==> src/rtl/bcd_convert_arbiter.sv <==
// ---------------------------------------------------------------------------
// bcd_convert_arbiter
//   One sequential double-dabble (shift-add-3) binary-to-BCD engine shared by
//   NREQ requesters. In IDLE a winner is picked and its operand is captured.
//   The engine then runs WIDTH shift cycles. The packed BCD result is returned
//   with a one-cycle done pulse, tagged by requester index.
//
//   Optional feature macro: ARB_RR_EN
//     defined   -> round-robin arbitration (search starts at rr_ptr+1)
//     undefined -> fixed priority, lowest index wins (no rr_ptr state)
//
// Ports
//   clk      in   rising-edge clock
//   rst_n    in   asynchronous active-low reset
//   req      in   [NREQ]        req[i] high = requester i wants a conversion
//   bin_in   in   [NREQ*WIDTH]  operand i at bits [i*WIDTH +: WIDTH]
//   gnt      out  [NREQ]        one-hot, one cycle: operand i captured
//   busy     out                engine converting
//   done     out                one-cycle pulse: bcd_out/done_id valid
//   done_id  out  [clog2(NREQ)] requester index of the result on bcd_out
//   bcd_out  out  [4*DIGITS]    packed BCD, MS digit on top; held until next done
// ---------------------------------------------------------------------------
module bcd_convert_arbiter #(
   parameter int NREQ   = 3,
   parameter int WIDTH  = 8,
   parameter int DIGITS = 3
) (
   input  logic                      clk,
   input  logic                      rst_n,
   input  logic [NREQ-1:0]           req,
   input  logic [NREQ*WIDTH-1:0]     bin_in,
   output logic [NREQ-1:0]           gnt,
   output logic                      busy,
   output logic                      done,
   output logic [$clog2(NREQ)-1:0]   done_id,
   output logic [4*DIGITS-1:0]       bcd_out
);

   localparam int IDX_W = $clog2(NREQ);
   localparam int CNT_W = (WIDTH > 1) ? $clog2(WIDTH) : 1;
   localparam int ACC_W = 4 * DIGITS;

   typedef enum logic {IDLE, SHIFT} state_e;

   state_e             state_q,   state_d;
   logic [CNT_W-1:0]   cnt_q,     cnt_d;
   logic [WIDTH-1:0]   shreg_q,   shreg_d;
   logic [ACC_W-1:0]   acc_q,     acc_d;
   logic [IDX_W-1:0]   id_q,      id_d;
   logic [NREQ-1:0]    gnt_q,     gnt_d;
   logic               done_q,    done_d;
   logic [IDX_W-1:0]   done_id_q, done_id_d;
   logic [ACC_W-1:0]   bcd_q,     bcd_d;

   logic               win_found;
   logic [IDX_W-1:0]   win_idx;
   logic [ACC_W-1:0]   acc_adj;
   logic [ACC_W-1:0]   acc_shift;

   // ---------------- arbiter ----------------
`ifdef ARB_RR_EN
   logic [IDX_W-1:0]   rr_ptr_q,  rr_ptr_d;
   logic [IDX_W-1:0]   cand;

   // Search starts one past the last winner, wrapping modulo NREQ.
   always_comb begin
      // NOTE: every combinational output gets a default before any branch,
      // so no path leaves it unassigned and no latch is inferred.
      win_found = 1'b0;
      win_idx   = '0;
      cand      = '0;
      for (int k = 0; k < NREQ; k++) begin
         cand = IDX_W'((int'(rr_ptr_q) + 1 + k) % NREQ);
         if (!win_found && req[cand]) begin
            win_found = 1'b1;
            win_idx   = cand;
         end
      end
   end
`else
   // Fixed priority: scan from the top so the lowest requesting index wins.
   always_comb begin
      win_found = 1'b0;
      win_idx   = '0;
      for (int i = NREQ - 1; i >= 0; i--) begin
         if (req[i]) begin
            win_found = 1'b1;
            win_idx   = IDX_W'(i);
         end
      end
   end
`endif

   // ---------------- shift-add-3 datapath ----------------
   // Digits >= 5 get +3 before the shift so that the doubling carries into
   // the next digit exactly when the decimal digit would overflow.
   always_comb begin
      acc_adj = acc_q;
      for (int i = 0; i < DIGITS; i++) begin
         if (acc_q[4*i +: 4] >= 4'd5) acc_adj[4*i +: 4] = acc_q[4*i +: 4] + 4'd3;
      end
   end

   assign acc_shift = {acc_adj[ACC_W-2:0], shreg_q[WIDTH-1]};

   // ---------------- FSM next state / outputs ----------------
   always_comb begin
      state_d   = state_q;
      cnt_d     = cnt_q;
      shreg_d   = shreg_q;
      acc_d     = acc_q;
      id_d      = id_q;
      gnt_d     = '0;
      done_d    = 1'b0;
      done_id_d = done_id_q;
      bcd_d     = bcd_q;
`ifdef ARB_RR_EN
      rr_ptr_d  = rr_ptr_q;
`endif
      case (state_q)
         IDLE: begin
            if (win_found) begin
               shreg_d        = bin_in[win_idx*WIDTH +: WIDTH];
               acc_d          = '0;
               cnt_d          = '0;
               id_d           = win_idx;
               gnt_d[win_idx] = 1'b1;
               state_d        = SHIFT;
`ifdef ARB_RR_EN
               rr_ptr_d       = win_idx;
`endif
            end
         end
         SHIFT: begin
            acc_d   = acc_shift;
            shreg_d = {shreg_q[WIDTH-2:0], 1'b0};
            cnt_d   = cnt_q + CNT_W'(1);
            if (cnt_q == CNT_W'(WIDTH - 1)) begin
               bcd_d     = acc_shift;
               done_d    = 1'b1;
               done_id_d = id_q;
               cnt_d     = '0;
               state_d   = IDLE;
            end
         end
         default: state_d = IDLE;
      endcase
   end

   // ---------------- state registers ----------------
   always_ff @(posedge clk or negedge rst_n) begin
      if (!rst_n) begin
         state_q   <= IDLE;
         cnt_q     <= '0;
         shreg_q   <= '0;
         acc_q     <= '0;
         id_q      <= '0;
         gnt_q     <= '0;
         done_q    <= 1'b0;
         done_id_q <= '0;
         bcd_q     <= '0;
`ifdef ARB_RR_EN
         rr_ptr_q  <= IDX_W'(NREQ - 1);
`endif
      end else begin
         // NOTE: non-blocking assignments so every flop samples the values
         // from before this edge, independent of statement order.
         state_q   <= state_d;
         cnt_q     <= cnt_d;
         shreg_q   <= shreg_d;
         acc_q     <= acc_d;
         id_q      <= id_d;
         gnt_q     <= gnt_d;
         done_q    <= done_d;
         done_id_q <= done_id_d;
         bcd_q     <= bcd_d;
`ifdef ARB_RR_EN
         rr_ptr_q  <= rr_ptr_d;
`endif
      end
   end

   assign gnt     = gnt_q;
   assign busy    = (state_q == SHIFT);
   assign done    = done_q;
   assign done_id = done_id_q;
   assign bcd_out = bcd_q;

endmodule
==> config.mk <==
export PLATFORM = sky130hd
export DESIGN_NAME = bcd_convert_arbiter
export DESIGN_NICKNAME = d
export VERILOG_FILES = /design/src/rtl/bcd_convert_arbiter.sv
export SDC_FILE = /design/constraint.sdc
export NUM_CORES = 1
export LEC_CHECK = 0
export CAP_MARGIN = 20
export CORE_AREA = 2 2 75 77
export DETAILED_ROUTE_END_ITERATION = 16
export DIE_AREA = 0 0 77 79
export HOLD_SLACK_MARGIN = 0.12
export PLACE_DENSITY = 0.78
export SETUP_SLACK_MARGIN = 0.1
export SYNTH_ARGS = -nofsm -noshare
export SYNTH_HDL_FRONTEND = slang
export SYNTH_SLANG_ARGS = --single-unit
==> constraint.sdc <==
create_clock -name clk -period 1.4 [get_ports clk]
set_input_delay 0.21 -clock clk [delete_from_list [all_inputs] [get_ports clk]]
set_output_delay 0.21 -clock clk [all_outputs]
set_load 0.005 [all_outputs]
======== Yosys cells after proc, flatten, opt, wreduce, memory -nomap -nowiden ========
Cells that the tools add are included.
Widths: inputs -> output; s select.
storage, ports and cells
  flip-flop bits (word level) ............. 44
  latch bits .............................. 0
  bits in writable memories ............... 0
  memory bits (read-only) ................. 0
  input bits .............................. 29
  word-level logic and storage cells ...... 50
  memories kept ........................... 0
operators by class
  add/sub/neg operators ................... 4
  multipliers ............................. 0
  div/mod/pow operators ................... 0
  $lt $le $gt $ge ......................... 5
  eq/ne operators ......................... 2
  shift-type cells ........................ 1
  multiplexer cells ....................... 25
  bitwise gates (word level) .............. 1
  reduce and logical (&&, ||, !) cells .... 3
operator list
  kind                 number
  $pmux 12 s2          1
  $shiftx 24x6->8      1
  $pmux 8 s2           1
  $mux 3               5
  $ge 4x3->1 const B   3
  $mux 12              1
  $add 4x2->4 const B  2
  $mux 1               8
  $mux 4               2
  $mux 8               1
  $mux 2               3
  $pmux 3 s2           1
  $reduce_and 2->1     2
  $add 3x1->3 const B  1
  $add 3x2->3 const B  1
  $eq 3x3->1 const B   1
  $lt 2x3->1 const B   1
  $demux 1 s2          1
  $ge 2x1->1 const B   1
  $ne 2x2->1 const B   1
  $pmux 1 s2           1
  $logic_and 1x1->1    1
  $not 1->1            1

======== Depth between registers and ports, before layout ========
  word-level depth ........................ 9
  depth in mapped cells ................... 7
  gate-level depth less buffers ........... 6

======== Worst setup path before layout ========
No wires, ideal clock.
  path kind ............................... register to register
  start point ............................. register cnt_q[0]
  end point ............................... register bcd_q[10] (netlist: bcd_out[10])
  library setup time ...................... 0.125 ns
  data arrival time ....................... 1.423 ns
  required time ........................... 1.275 ns
  slack ................................... -0.147 ns
  cell stages (with the launch flop) ...... 7
  period minus slack after synthesis ...... 1.547 ns
  cell sequence ........................... dfrtp_1 ha_1 ha_1 nand2_2 inv_1 buf_2 mux2_2
on the way
  word-level cells in the longest chain between the ends .. 2
RTL lines
  element                            line  RTL
  start: declaration                 46    logic [CNT_W-1:0] cnt_q, cnt_d;
  start signal: assignment           169   cnt_q <= cnt_d;
  $eq 3x3->1                         138   if (cnt_q == CNT_W'(WIDTH - 1)) begin
  $reduce_and 2->1 (no source line)  n/a
  end signal: assignment             161   bcd_q <= '0;
  end signal: assignment             176   bcd_q <= bcd_d;
  end: declaration                   53    logic [ACC_W-1:0] bcd_q, bcd_d;
Every way passes these cells.
A chain may end at the register's enable or synchronous reset.

======== Worst setup path in the final report ========
  start point ............................. register acc_q[4]
  end point ............................... register acc_q[6]
on the way
  word-level cells in the longest chain between the ends .. 3
  elaborated cells on any way between the ends .. 4
RTL lines
  element                                           line  RTL
  start: declaration                                48    logic [ACC_W-1:0] acc_q, acc_d;
  start signal: assignment                          156   acc_q <= '0;
  start signal: assignment                          171   acc_q <= acc_d;
  $add 4x2->4 / $ge 4x3->1 (equally long branches)  100   if (acc_q[4*i +: 4] >= 4'd5) acc_adj[4*i +: 4] = acc_q[4*i +: 4] + 4'd3;
  $mux 4 *                                          100
  $pmux 12 s2 *                                     120   case (state_q)
Every way passes the cells marked *; elsewhere a longest branch is shown, timed or not.

==> results_dict.tcl <==
set metrics [dict create \
    top_layer_used "met4" \
    vias_per_cell 5.04 \
    hold_violations 0 \
    dieArea_sq_mm 0.00608 \
    multi_input_area_sq_mm 0.00117 \
    seq_area_sq_mm 0.00110 \
    pwr-share-seq 0.331 \
    clkPwrFrac 0.156 \
    ir_worst_vdd_mv 0.773 \
    antenna_left 0 \
    final_nets 308 \
    p_sw_w 0.00228 \
    wl_met1_mm 2.02 \
    grt_pass1_wl_mm 8.07 \
    grt_max_degree 45 \
    hold_class "input port to async pin" \
    rsz0062_at_grt "yes" \
    reg2regPathDepth 5 \
    boundaryPins 48 \
    cp_num_cells 5 \
    core_sq_mm 0.00534 \
    ys_seq_area_frac 0.512 \
    drt_first_pass_iters 6 \
    setup_ws_ns -0.0575 \
    finalClockSkew_ns 0.00525 \
    yosysMostFrequentCell "dfrtp_1" \
    h-tree-depth 2 \
    synth_top_cell_area_share 0.512 \
    overflow 0 \
    nFillCells 457 \
    drcViolationCount 0 \
    p_int_w 0.00446 \
    cp_cell_sequence "ha_2, nand2b_4, a21oi_4, mux2_4, o21ai_2" \
    cts-root-buf "clkbuf_8" \
    async_flop_share 1.00 \
    setup_viol 6 \
    tightest_slew_ns 0.287 \
    cts_tree "yes" \
    syn_nets 229 \
    grt_usage 0.167 \
    max_freq_mhz 686 \
    combPwrFrac 0.513 \
    violations "setup timing" \
    vias 1734 \
    path_clk_slew_ns 0.08 \
    clockBufferDepth 2 \
    startpoint_type "flop" \
    fin_crit_ns 1.46 \
    die_w_microns 77 \
    max_slew_margin 0.808 \
    r2r_setup_slack_ns -0.06 \
    ys_types 31 \
    dp_hpwl_mm 3.23 \
    ys_ff_latch 44 \
    clk_latency_ns 0.30 \
    cts_buffers 5 \
    p_total_w 0.00674 \
    num_rows 27 \
    synth_area_leaders "dfrtp_1, mux2_2, a221oi_2" \
    max-cap-violations 0 \
    clock-sinks 44 \
    path_max_fanout 4 \
    start_util 0.403 \
    place_ws_ns -0.511 \
    wire_per_inst_microns 13.8 \
    antenna_found_initial 0 \
    area_growth_pct 53.0 \
    arrival_ns 1.69 \
    critical-path-top-delay-family "flip-flops" \
    met3WireLength_microns 264 \
    drive_gt1_frac 0.353 \
    required_ns 1.63 \
    power_density_mw_per_mm2 2050 \
    crit_slowest_cell "dfrtp_1" \
    synthesis.yosys.warnings 0 \
    syn_inst 192 \
    switching_share 0.338 \
    grt_pass1_vias 1760 \
    synth_area_sq_mm 0.00215 \
    worst_setup_path_end_kind "flop" \
    path_buf_inv 0 \
    diodes 0 \
    avgSynthCellArea_sq_um 11.2 \
    place_congestion 0.735 \
    synth_flop_cell "dfrtp_1" \
    worst-setup-path-type "flop to flop" \
    period_share 1.04 \
    synth.cells.most_frequent "dfrtp_1, nand2_1, o21ai_0" \
    synth_edf_count 0 \
    drt_first_iter_violations 59 \
    slew_violations 0 \
    die_y_microns 79 \
    portBuffers 47 \
    critPathMaxStageDelay_ns 0.44 \
    wirelength_mm 4.76 \
    routed-wl-met2_mm 2.43 \
    yosys.area.top_type "dfrtp_1" \
    status "complete, but fails checks" \
    p_leak_nw 1.50 \
]
==> routing by layer <==
layer	GRT usage	vias up
li1	-	846
met5	0	-
met4	0.0518	0
met1	0.199	837
met3	0.0545	5
met2	0.288	46
==> cell type report <==
type / count / area share
Timing Repair Buffer: 82 / 0.227
Inverter: 10 / 0.0152
Multi-Input combinational cell: 128 / 0.357
Sequential cell: 44 / 0.335
Tap cell: 72 / 0.0274
Clock buffer: 7 / 0.0293
Clock inverter: 1 / 0.00913
==> worst register-to-register path: cells and delay by family (launching register included) <==
kind                     cells  cell delay [ns]
AO/OA/AOI/OAI                2             0.27
adder cells (fa/ha/maj)      1             0.19
flip-flops                   1             0.44
multiplexers                 1             0.33
AND/OR/NAND/NOR              1             0.15
==> cells by family (layout without fill, tap and decap cells) <==
family          count (synthesis)  count (layout)  share of synthesized area
buf+inv                        20             100                     0.0466
compound gates                 48              48                      0.183
flops                          44              44                      0.512
mux                            12              12                     0.0617
simple gates                   57              57                      0.138
xor+xnor                        3               3                     0.0122
fa+ha+maj                       8               8                     0.0466
==> sequential cells by signal, summed over array words and instances (netlist names) <==
register,flops
id_q,2
done,1
bcd_out,12
busy,1
acc_q,12
gnt,3
shreg_q,8
cnt_q,3
done_id,2
==> layout by cell type (no fill, tap or decap), drive strengths merged, types with 9 or more instances in the layout <==
cell type      count
buf               35
clkdlybuf4s50     26
dfrtp             44
dlygate4sd2       19
inv                9
mux2              10
nand2             20
nor2b             11
o21ai             14
==> through the flow <==
step | utilization | hold slack [ns] | std cells | TNS (ns) | cell area (sq um)
2_1_floorplan | - | -0.0856 | 192 | 0 | 2220
3_3_place_gp | 0.538 | 0.203 | 321 | -5.21 | 2870
3_5_place_dp | 0.538 | 0.206 | 321 | -6.08 | 2870
4_1_cts | 0.593 | 0.429 | 340 | -0.139 | 3160
5_1_grt | 0.616 | 0.433 | 344 | -0.720 | 3290
6_report | 0.616 | 0.405 | 344 | -0.202 | 3290
==> worst paths after layout <==
check / from / to
max in group asynchronous: rst_n / acc_q[0]
setup / recovery: acc_q[4] / acc_q[6]
hold / removal: rst_n / acc_q[4]
min in group clk: bcd_out[1] / bcd_out[1]
setup reg to reg: acc_q[4] / acc_q[6]
hold reg to reg: bcd_out[1] / bcd_out[1]
==> repair_timing <==
action                                  CTS  global route
resized for setup                        46            27
buffers inserted                          9             4
gates cloned                              1             0
hold buffers                              1             0
endpoints found under the setup margin   48            29
endpoints found under the hold margin    44             0
pin swaps                                 7             8
==> power by group through the flow <==
stage | logic (W) | registers [W] | clock network [W]
3_3_place_gp | 0.00265 | 0.00220 | 0
3_5_place_dp | 0.00276 | 0.00221 | 0
2_1_floorplan | 0.00170 | 0.00218 | 0
6_report | 0.00346 | 0.00223 | 0.00105
5_1_grt | 0.00381 | 0.00231 | 0.00112
4_1_cts | 0.00309 | 0.00221 | 0.00107
Power figures use the tool's default switching activity.
